==> config.mk <==
export PLATFORM = sky130hd
export DESIGN_NAME = pwm_duty_decoder
export DESIGN_NICKNAME = d
export VERILOG_FILES = /design/src/rtl/pwm_duty_decoder.sv
export SDC_FILE = /design/constraint.sdc
export NUM_CORES = 1
export LEC_CHECK = 0
export CORE_MARGIN = 2
export CORE_UTILIZATION = 45
export DETAILED_ROUTE_END_ITERATION = 16
export PLACE_DENSITY = 0.7
export RECOVER_POWER = 25
export REMOVE_ABC_BUFFERS = 1
export SYNTH_ARGS = -nofsm -noshare
export SYNTH_HDL_FRONTEND = slang
export SYNTH_SLANG_ARGS = --single-unit
export TNS_END_PERCENT = 50
==> constraint.sdc <==
create_clock -name clk -period 1.6 [get_ports clk]
set_input_delay 0.16 -clock clk [delete_from_list [all_inputs] [get_ports clk]]
set_output_delay 0.16 -clock clk [all_outputs]
set_load 0.01 [all_outputs]
==> src/rtl/pwm_duty_decoder.sv <==
// pwm_duty_decoder: recovers the CNT_W-bit duty value from a PWM line whose
// period is 2^CNT_W clocks, with valid strobe, lock and error status.
// Ports: clk, rst_n (async assert, sync deassert), pwm_in (async line),
//   duty_out (held value), duty_valid (1-cycle strobe on update),
//   locked (consecutive good measurements), err (1-cycle strobe, bad period).
// Option: PWM_DEGLITCH_EN adds a 3-sample majority-free agreement filter.
module pwm_duty_decoder #(
  parameter int CNT_W       = 8,
  parameter int SYNC_STAGES = 2
) (
  input  logic             clk,
  input  logic             rst_n,
  input  logic             pwm_in,
  output logic [CNT_W-1:0] duty_out,
  output logic             duty_valid,
  output logic             locked,
  output logic             err
);

  typedef enum logic {
    SEEK    = 1'b0,
    MEASURE = 1'b1
  } state_t;

  localparam logic [CNT_W:0] PERIOD   = {1'b1, {CNT_W{1'b0}}};
  localparam logic [CNT_W:0] IDLE_TOP = {1'b0, {CNT_W{1'b1}}};
  localparam logic [CNT_W:0] CNT_MAX  = {(CNT_W+1){1'b1}};
  localparam logic [CNT_W:0] ONE      = {{CNT_W{1'b0}}, 1'b1};
  localparam logic [CNT_W-1:0] DUTY_MAX = {CNT_W{1'b1}};

  // reset release is re-timed to clk; assertion stays asynchronous
  logic [1:0] r_rst_q;
  logic       w_rst_n;

  always_ff @(posedge clk or negedge rst_n) begin
    if (!rst_n) r_rst_q <= '0;
    else        r_rst_q <= {r_rst_q[0], 1'b1};
  end

  assign w_rst_n = r_rst_q[1];

  logic [SYNC_STAGES-1:0] r_sync;
  logic                   w_sync;
  logic                   w_spwm;

  always_ff @(posedge clk or negedge w_rst_n) begin
    if (!w_rst_n) r_sync <= '0;
    else          r_sync <= {r_sync[SYNC_STAGES-2:0], pwm_in};
  end

  assign w_sync = r_sync[SYNC_STAGES-1];

`ifdef PWM_DEGLITCH_EN
  // level only moves once the synchronizer has agreed for 3 samples
  logic [1:0] r_hist;
  logic       r_filt;
  logic       w_agree;

  assign w_agree = (w_sync == r_hist[0]) && (w_sync == r_hist[1]);
  assign w_spwm  = w_agree ? w_sync : r_filt;

  always_ff @(posedge clk or negedge w_rst_n) begin
    if (!w_rst_n) begin
      r_hist <= '0;
      r_filt <= 1'b0;
    end else begin
      r_hist <= {r_hist[0], w_sync};
      r_filt <= w_spwm;
    end
  end
`else
  assign w_spwm = w_sync;
`endif

  // edge pulses are registered; r_prev is the level aligned with them
  logic r_prev;
  logic r_rise;
  logic r_fall;

  always_ff @(posedge clk or negedge w_rst_n) begin
    if (!w_rst_n) begin
      r_prev <= 1'b0;
      r_rise <= 1'b0;
      r_fall <= 1'b0;
    end else begin
      r_prev <= w_spwm;
      r_rise <= w_spwm & ~r_prev;
      r_fall <= ~w_spwm & r_prev;
    end
  end

  state_t           r_state;
  state_t           w_state_nx;
  logic [CNT_W:0]   r_per;
  logic [CNT_W:0]   r_hi;
  logic [CNT_W:0]   r_idle;
  logic [CNT_W:0]   w_per_nx;
  logic [CNT_W:0]   w_hi_nx;
  logic [CNT_W:0]   w_idle_nx;
  logic [CNT_W:0]   w_per_inc;
  logic [CNT_W:0]   w_hi_inc;
  logic [CNT_W-1:0] r_duty;
  logic [CNT_W-1:0] w_duty_nx;
  logic             r_valid;
  logic             r_lock;
  logic             r_err;
  logic             w_valid_nx;
  logic             w_lock_nx;
  logic             w_err_nx;

  assign w_per_inc = (r_per == CNT_MAX) ? r_per : r_per + 1'b1;
  assign w_hi_inc  = (r_hi  == CNT_MAX) ? r_hi  : r_hi  + 1'b1;

  always_ff @(posedge clk or negedge w_rst_n) begin
    if (!w_rst_n) begin
      r_state <= SEEK;
      r_per   <= '0;
      r_hi    <= '0;
      r_idle  <= '0;
      r_duty  <= '0;
      r_valid <= 1'b0;
      r_lock  <= 1'b0;
      r_err   <= 1'b0;
    end else begin
      r_state <= w_state_nx;
      r_per   <= w_per_nx;
      r_hi    <= w_hi_nx;
      r_idle  <= w_idle_nx;
      r_duty  <= w_duty_nx;
      r_valid <= w_valid_nx;
      r_lock  <= w_lock_nx;
      r_err   <= w_err_nx;
    end
  end

  always_comb begin
    w_state_nx = r_state;
    w_per_nx   = r_per;
    w_hi_nx    = r_hi;
    w_idle_nx  = r_idle;
    w_duty_nx  = r_duty;
    w_valid_nx = 1'b0;
    w_lock_nx  = r_lock;
    w_err_nx   = 1'b0;

    unique case (r_state)
      SEEK: begin
        w_per_nx = '0;
        w_hi_nx  = '0;
        if (r_rise) begin
          w_per_nx   = ONE;
          w_hi_nx    = ONE;
          w_state_nx = MEASURE;
        end
      end
      MEASURE: begin
        if (r_rise) begin
          if (r_per == PERIOD) begin
            w_duty_nx  = r_hi[CNT_W-1:0];
            w_valid_nx = 1'b1;
            w_lock_nx  = 1'b1;
          end else begin
            w_err_nx  = 1'b1;
            w_lock_nx = 1'b0;
          end
          w_per_nx = ONE;
          w_hi_nx  = ONE;
        end else if (r_per == PERIOD) begin
          // counter would pass a full period with no closing rise
          w_err_nx   = 1'b1;
          w_lock_nx  = 1'b0;
          w_per_nx   = '0;
          w_hi_nx    = '0;
          w_state_nx = SEEK;
        end else begin
          w_per_nx = w_per_inc;
          if (r_prev) w_hi_nx = w_hi_inc;
        end
      end
      default: w_state_nx = SEEK;
    endcase

    // static line: publish 0 or full scale every 2^CNT_W quiet cycles
    if (r_rise | r_fall) begin
      w_idle_nx = '0;
    end else if (r_idle == IDLE_TOP) begin
      w_idle_nx  = '0;
      w_duty_nx  = r_prev ? DUTY_MAX : '0;
      w_valid_nx = 1'b1;
      w_lock_nx  = ~w_err_nx;
    end else begin
      w_idle_nx = r_idle + 1'b1;
    end
  end

  assign duty_out   = r_duty;
  assign duty_valid = r_valid;
  assign locked     = r_lock;
  assign err        = r_err;

endmodule

# == Yosys cells after proc, flatten, opt, wreduce, memory -nomap -nowiden ==
# Cells that the tools add are included.
# op_classes
n_addsub,3
bitwise_logic,7
n_reduce_logical,1
eq_ne,7
muxes,34
# ops
op,count
$mux W9,9
$mux W8,6
$pmux W9 S2,2
$add A9 B1 Y9 const B,3
$eq A9 B9 Y1 const B,3
$mux W1,16
$ne A4 B3 Y1 const B,3
$eq A9 B8 Y1 const B,1
$not A1 Y1,4
$and A1 B1 Y1,2
$pmux W1 S2,1
$reduce_and A2 Y1,1
$or A1 B1 Y1,1
# word_totals
register_bits,46
wordCells,65
out_inout_bits,11
input_bits,3

# == Longest topological paths before layout ==
# Gate-level depths: netlist (run 1).
# logic_depth
depth_word,7
mapped_depth,9
mapped_depth_nobuf,8

# == Least setup slack after synthesis (run 1) ==
# OpenSTA, ideal clock, no wires.
# synth_path
path_type,register to register
startpoint,register r_hi[0]
endpoint,register r_hi[7]
required_ns,1.522
setup_ns,0.078
path_buffers,1
path_slack_ns,-0.121
stages_incl_launch_ff,10
arrival_time_ns,1.643
period_less_slack_ns,1.721
path_cell_list,dfrtp_1 -> ha_1 -> nand3_1 -> nor2_1 -> ha_1 -> nor2b_1 -> buf_4 -> nand2_1 -> or3_1 -> a21oi_1
# synth_between
elab_chain_len,6
elab_cells_between_ends,9
cone_classes,add/sub: 1; eq/ne: 2; mux: 5; reduce/logical: 1
# synth_rtl
element,line,source
from (decl),95,logic [CNT_W:0] r_hi;
from (signal assigned),127,r_hi <= w_hi_nx;
$add A9 B1 Y9,112,assign w_hi_inc = (r_hi == CNT_MAX) ? r_hi : r_hi + 1'b1;
$mux W9,112,
$mux W9,177,if (r_prev) w_hi_nx = w_hi_inc;
$mux W9,168,end else if (r_per == PERIOD) begin
$mux W9,157,if (r_rise) begin
$pmux W9 S2,146,unique case (r_state)
# Parallel ways exist; a longest one is shown, timed or not. The select of a mux whose other input is x is not followed.
# A chain may end at the register's enable or synchronous reset.

# == Final worst setup path (run 1) ==
# layout_path
startpoint,register r_per[0]
endpoint,register r_per[7]
# layout_between
elab_chain_len,5
elab_cells_between_ends,8
cone_classes,add/sub: 1; eq/ne: 3; mux: 4
# layout_rtl
element,line,source
from (decl),94,logic [CNT_W:0] r_per;
from (signal assigned),126,r_per <= w_per_nx;
$add A9 B1 Y9,111,assign w_per_inc = (r_per == CNT_MAX) ? r_per : r_per + 1'b1;
$mux W9,111,
$mux W9,168,
$mux W9,157,
$pmux W9 S2,146,
# Parallel ways exist; a longest one is shown, timed or not. The select of a mux whose other input is x is not followed.

==> qor.yml, run 1 <==
synth_edf_count: 0
clk_pin_slew_worst_paths_ns: 0.08
power.total_mw: 2.62
arrival_ns: 1.85
postSynthCellCount: 191
max_slew_margin: 0.292
grt_setup_unrepaired: "true"
fin_util: 0.601
fmax_mhz: 600
vias_per_cell: 5.04
fin_crit_sh: 1.04
synthTopCellsByArea: "dfrtp_1 (55%), mux2i_1 (5.7%), xor2_1 (5.4%), nor2_1 (4.8%), ha_1 (4.8%)"
cap_violations: 0
die_h_um: 72.4
netlist_area_um2: 2110
die_area_um2: 5250
synth_top_family_by_area: "simple AND/OR/NAND/NOR gates"
cp-end-kind: "flop"
cts.htree.levels: 2
p_switching_mw: 0.722
wl_per_cell_um: 14.1
ir_worst_vdd_mv: 0.745
wirelength_mm: 4.11
die_x_um: 72.4
fin_nets: 249
p_int_mw: 1.90
synth.avg_cell_area_um2: 11.0
power.leakage_nw: 1.32
final.min_clock_period_ns: 1.67
grt_overflow: 0
post-synth-top-area-cell: "dfrtp_1"
synth_cell_types: 34
crit_type: "flop to flop"
p_clk_frac: 0.274
io-pin-count: 14
synthXorXnorAreaFrac: 0.0748
area_delta_synth_final_pct: 26.7
cts_max_path_buffers: 2
max_stage_delay_ns: 0.41
r2r_slack_ns: -0.07
synth_compound_area_frac: 0.0463
hold_violations: 0
cp_cell_sequence: "ha_2 > nand3_2 > nor2_2 > ha_2 > and3b_2 > nand4_1 > xor2_1 > nor2_1"
track_usage: 0.176
drive_gt1_frac: 0.255
fin_ws_ns: -0.0655
port_buffers: 13
grt_max_degree: 45
synth-seq-area-share: 0.546
combPwrFrac: 0.208
r2r-start: "r_per[0]"
dp_hpwl_mm: 2.82
yosysMostFrequentCell: "dfrtp_1"
ys_ff_latch: 46
synthSimpleGateAreaFrac: 0.198
fin_cells: 291
placed_cells: 279
initial_core_util: 0.474
worstMarginPinSlew_ns: 1.06
setup_viol: 14
ctsHoldBuffers: 0
grt_pass1_wl_mm: 7.07
first_pass_iters: 4
cp.required_ns: 1.79
rows: 24
cp_common_cell: "ha_2"
path_max_fanout: 4
cts-buffers-inserted: 5
startpoint_type: "flop"
synth_ff_type: "dfrtp_1"
yosys.area.top_type_share: 0.546
report.final.slew_viol_count: 0
gp_congestion: 0.743
yosys-top-cells-count: "dfrtp_1 (46), nor2_1 (27), nand2_1 (15)"
root_buffer: "clkbuf_8"
async_reset_ff_frac: 1.00
drtIter0Drc: 66
cts_tree: "done"
place_ws_ns: -0.0731
power.density_nw_per_um2: 981
failed_checks: "negative setup slack"
min_path_type: "input pin to asynchronous set/reset pin"
cp_top_family: "simple AND/OR/NAND/NOR gates"
crit_slowest_cell: "dfrtp_1"
run_status: "finished with violations"
holdWs_ns: 0.0877
drc: 0
antenna_found_initial: 0
seqPwrFrac: 0.518
synthAdderAreaFrac: 0.0475
ys_warn_count: 0
worstSkewPairLatency_ns: 0.29
cts_num_sinks: 46
ant_nets: 0
timing.rr.end: "r_per[7]"
n_antenna_cell: 0
grt_pass1_vias: 1513
r2r_cells: 8
switching_share: 0.276
final.setup_skew_ns: 0.00520
core_area_um2: 4440
vias: 1467
cp_num_buf_inv: 0
synth.area.mux_share: 0.0570
## power by group through the flow
stage | registers (mW) | logic [mW] | clock network, mW
finish | 1.36 | 0.543 | 0.717
global route | 1.37 | 0.601 | 0.800
CTS | 1.35 | 0.505 | 0.745
detailed placement | 1.37 | 0.493 | 0
global placement | 1.37 | 0.476 | 0
floorplan | 1.40 | 0.244 | 0
## worst max-delay path by stage
stage | cells past startpoint | end | slack (ns) | from
after floorplan | 8 | r_hi[7] | -0.37 | r_hi[0]
after global placement | 8 | locked | -0.01 | r_per[0]
after detailed placement | 8 | locked | -0.07 | r_per[0]
after CTS | 7 | duty_out[4] | -0.04 | r_per[0]
after global routing | 7 | duty_out[3] | -0.17 | r_per[0]
final | 8 | r_per[7] | -0.07 | r_per[0]
## cell usage in the layout, fill, tap and decap left out, types with 2 or more instances in the layout
| cell type | instances |
|---|---|
| dlygate4sd3_1 | 2 |
| inv_1 | 4 |
| xor2_1 | 13 |
| xnor2_1 | 5 |
| nand4_1 | 6 |
| nand3_2 | 4 |
| and3_1 | 3 |
| or3_1 | 2 |
| clkdlybuf4s50_1 | 11 |
| nor2_1 | 25 |
| mux2i_1 | 12 |
| ha_2 | 4 |
| buf_4 | 27 |
| a21oi_1 | 10 |
| nor2_2 | 3 |
| nand2_1 | 14 |
| nor2b_1 | 5 |
| nand3_1 | 6 |
| buf_6 | 3 |
| ha_1 | 3 |
| dfrtp_1 | 45 |
| clkbuf_8 | 6 |
## final cells by class
class                   count  area, um^2
clock buffers               7        86.3
clock inverters             1        5.00
well taps                  52        65.1
flip-flops and latches     46        1150
inverters                   5        18.8
repair buffers             45         392
multi-input cells         135         950
fillers                   370        1780
## per-stage QoR
step | instance area, um^2 | TNS [ns]
global placement | 2490 | -0.0252
finish | 2670 | -0.596
global route | 2670 | -2.53
CTS | 2610 | -0.330
detailed placement | 2490 | -0.317
floorplan | 2070 | -1.86
## registers in the layout (all words and copies together), names as in the netlist, 2 cells and up
| signal | count |
|---|---|
| r_hi | 9 |
| r_idle | 9 |
| r_per | 9 |
| duty_out | 8 |
| r_rst_q | 2 |
| r_sync | 2 |
## routing by layer
layer	GRT usage	part of all wire	up-vias
li1	-	-	740
met1	0.234	0.48	708
met2	0.288	0.49	12
met3	0.0417	0.020	7
met4	0.0494	0.012	0
met5	0	0	-
## worst register-to-register path: stages (launching register included)
cell	delay (ns)
dfrtp_1	0.41
ha_2	0.21
nand3_2	0.07
nor2_2	0.12
ha_2	0.21
and3b_2	0.23
nand4_1	0.11
xor2_1	0.15
nor2_1	0.06
## logic make-up (layout without fill, tap and decap cells)
| group | count (synthesis) | count (layout) |
|---|---|---|
| muxes | 12 | 12 |
| DFF | 46 | 46 |
| AOI/OAI and AO/OA | 17 | 17 |
| xor gates and xnor gates | 18 | 18 |
| other | 1 | 1 |
| buffers and inverters | 10 | 58 |
| and+or+nand+nor | 79 | 79 |
| adders and majority gates | 8 | 8 |
## what timing repair did
action / 4_1_cts / 5_1_grt
resized for setup: 6 / 13
pin swaps: 2 / 14
setup buffers: 1 / 3
setup endpoints to repair: 23 / 27
Note: power is estimated with default switching activity, not from simulation.
==> run 2: changes to the inputs <==
--- a/config.mk
+++ b/config.mk
@@ -11,6 +11,7 @@
 export PLACE_DENSITY = 0.7
 export RECOVER_POWER = 25
 export REMOVE_ABC_BUFFERS = 1
+export SKIP_CTS_REPAIR_TIMING = 1
 export SYNTH_ARGS = -nofsm -noshare
 export SYNTH_HDL_FRONTEND = slang
 export SYNTH_SLANG_ARGS = --single-unit
==> run 2 against run 1 <==
Effect of this change: the run still ends with negative setup slack left; count of clock-buffer cells in the layout is the same; cell area grew 3.0%; worst hold slack is essentially flat; via count grew 2.0%; worst setup slack gained 0.0063 ns; power grew 3.6%; wire length grew 2.8%; first-iteration DRC count shrank 23%; clock power is essentially flat; global-route usage shrank 0.59 points; combinational power grew 17%; clock skew grew 0.00057 ns; critical path type unchanged; largest cell class unchanged.
==> qor.yml, run 2 (synthesis results as in run 1) <==
fmax_mhz: 603  # was 600 MHz
vias_per_cell: 5.09  # was 5.04
hold_violations: 0  # unchanged
grt_overflow: 0  # unchanged
max_slew_margin: 0.283  # was 0.292
rows: 24  # unchanged
wl_per_cell_um: 14.4  # was 14.1 um
initial_core_util: 0.474  # unchanged
clk_pin_slew_worst_paths_ns: 0.08  # about the same
final.setup_skew_ns: 0.00578  # was 0.00520 ns
drive_gt1_frac: 0.318  # was 0.255
largestRegisters: "r_hi x9, r_idle x9, r_per x9"  # unchanged
gp_congestion: 0.743  # unchanged
run_status: "finished with violations"  # unchanged
wirelength_mm: 4.22  # was 4.11 mm
final_common_cell: "dfrtp_1"  # unchanged
dp_hpwl_mm: 2.82  # unchanged
cts_tree: "done"  # unchanged
die_x_um: 72.4  # unchanged
fin_util: 0.619  # was 0.601
cts.htree.levels: 2  # unchanged
grt_max_degree: 45  # unchanged
worstSkewPairLatency_ns: 0.29  # about the same
core_area_um2: 4440  # unchanged
final.min_clock_period_ns: 1.66  # was 1.67 ns
r2r_slack_ns: -0.06  # was -0.07 ns
grt_pass1_vias: 1461  # was 1513
cts_num_sinks: 46  # unchanged
min_path_type: "input pin to asynchronous set/reset pin"  # unchanged
grt_setup_unrepaired: "true"  # unchanged
vias: 1497  # was 1467
cts-buffers-inserted: 5  # unchanged
setup_viol: 14  # unchanged
fin_crit_sh: 1.04  # about the same
crit_slowest_cell: "dfrtp_1"  # unchanged
cap_violations: 0  # unchanged
worstMarginPinSlew_ns: 1.08  # was 1.06 ns
most-common-layout-cells: "dfrtp_1 (44), buf_4 (28), nor2_1 (20)"  # was dfrtp_1 (45), buf_4 (27), nor2_1 (25)
startpoint_type: "flop"  # unchanged
report.final.slew_viol_count: 0  # unchanged
cp_cell_sequence: "ha_2 > nand3_2 > nor2_2 > ha_2 > and3b_2 > nand4_1 > xor2_1 > nor2_1"  # unchanged
crit_type: "flop to flop"  # unchanged
track_usage: 0.170  # was 0.176
die_h_um: 72.4  # unchanged
root_buffer: "clkbuf_8"  # unchanged
power.total_mw: 2.71  # was 2.62 mW
die_area_um2: 5250  # unchanged
area_delta_synth_final_pct: 30.5  # was 26.7%
max_stage_delay_ns: 0.41  # about the same
first_pass_iters: 4  # unchanged
path_max_fanout: 4  # unchanged
fin_nets: 252  # was 249
failed_checks: "negative setup slack"  # unchanged
fillers: 358  # was 370
fin_cells: 294  # was 291
drc: 0  # unchanged
placed_cells: 279  # unchanged
cp.required_ns: 1.79  # about the same
place_ws_ns: -0.0731  # unchanged
fin_ws_ns: -0.0592  # was -0.0655 ns
power.leakage_nw: 1.35  # was 1.32 nW
power.density_nw_per_um2: 987  # was 981 nW/um^2
grt_pass1_wl_mm: 6.87  # was 7.07 mm
holdWs_ns: 0.0882  # was 0.0877 ns
port_buffers: 13  # unchanged
cp-end-kind: "flop"  # unchanged
cts_max_path_buffers: 2  # unchanged
drtIter0Drc: 51  # was 66
cp_common_cell: "ha_2"  # unchanged
n_antenna_cell: 0  # unchanged
arrival_ns: 1.85  # about the same
io-pin-count: 14  # unchanged
ant_nets: 0  # unchanged
antenna_found_initial: 0  # unchanged
ir_worst_vdd_mv: 0.765  # was 0.745 mV
==> run 2: path summary, 6_finish.rpt <==
check | startpoint | end | depth (start not counted)
worst max-delay path | r_per[0] | r_per[7] | 8
worst min-delay path | rst_n | r_rst_q[0] | 1
worst max register to register | r_per[0] | r_per[7] | 8
worst min register to register | r_rst_q[0] | r_rst_q[1] | 0
max in group asynchronous | r_rst_q[1] | r_per[4] | 1
min in group clk | r_rst_q[0] | r_rst_q[1] | 0
==> run 2: per-layer routing <==
| layer | share of wire | global-route usage | vias to the layer above |
|---|---|---|---|
| li1 | - | - | 745 |
| met1 | 0.48 | 0.231 | 738 |
| met2 | 0.50 | 0.272 | 10 |
| met3 | 0.018 | 0.0417 | 4 |
| met4 | 0.0083 | 0.0494 | 0 |
| met5 | 0 | 0 | - |
==> run 2: area by class of cell <==
| type | count | area, um^2 | area share |
|---|---|---|---|
| clock buffers | 7 | 86.3 | 0.0314 |
| repair buffers | 48 | 422 | 0.153 |
| multi-input cells | 135 | 998 | 0.363 |
| flip-flops and latches | 46 | 1150 | 0.420 |
| inverters | 5 | 18.8 | 0.00683 |
| clock inverters | 1 | 5.00 | 0.00182 |
| well taps | 52 | 65.1 | 0.0237 |
==> run 2: per-stage QoR <==
step                      cell area [um^2]  setup TNS (ns)
after floorplan                       2070           -1.86
after global placement                2490         -0.0252
after detailed placement              2490          -0.317
after CTS                             2580          -0.811
after global routing                  2750           -2.21
final                                 2750          -0.464
==> run 2: worst max-delay path: cells and delay by family, from the launching register on <==
| kind | cells | cell delay, ns |
|---|---|---|
| xor gates and xnor gates | 1 | 0.14 |
| adders and majority gates | 2 | 0.43 |
| DFF | 1 | 0.41 |
| and+or+nand+nor | 5 | 0.58 |
==> run 2: power breakdown <==
group / switching, mW / leakage, nW / internal (mW)
registers: 0.0953 / 0.606 / 1.26
clock network: 0.371 / 0.0482 / 0.349
logic: 0.293 / 0.692 / 0.342
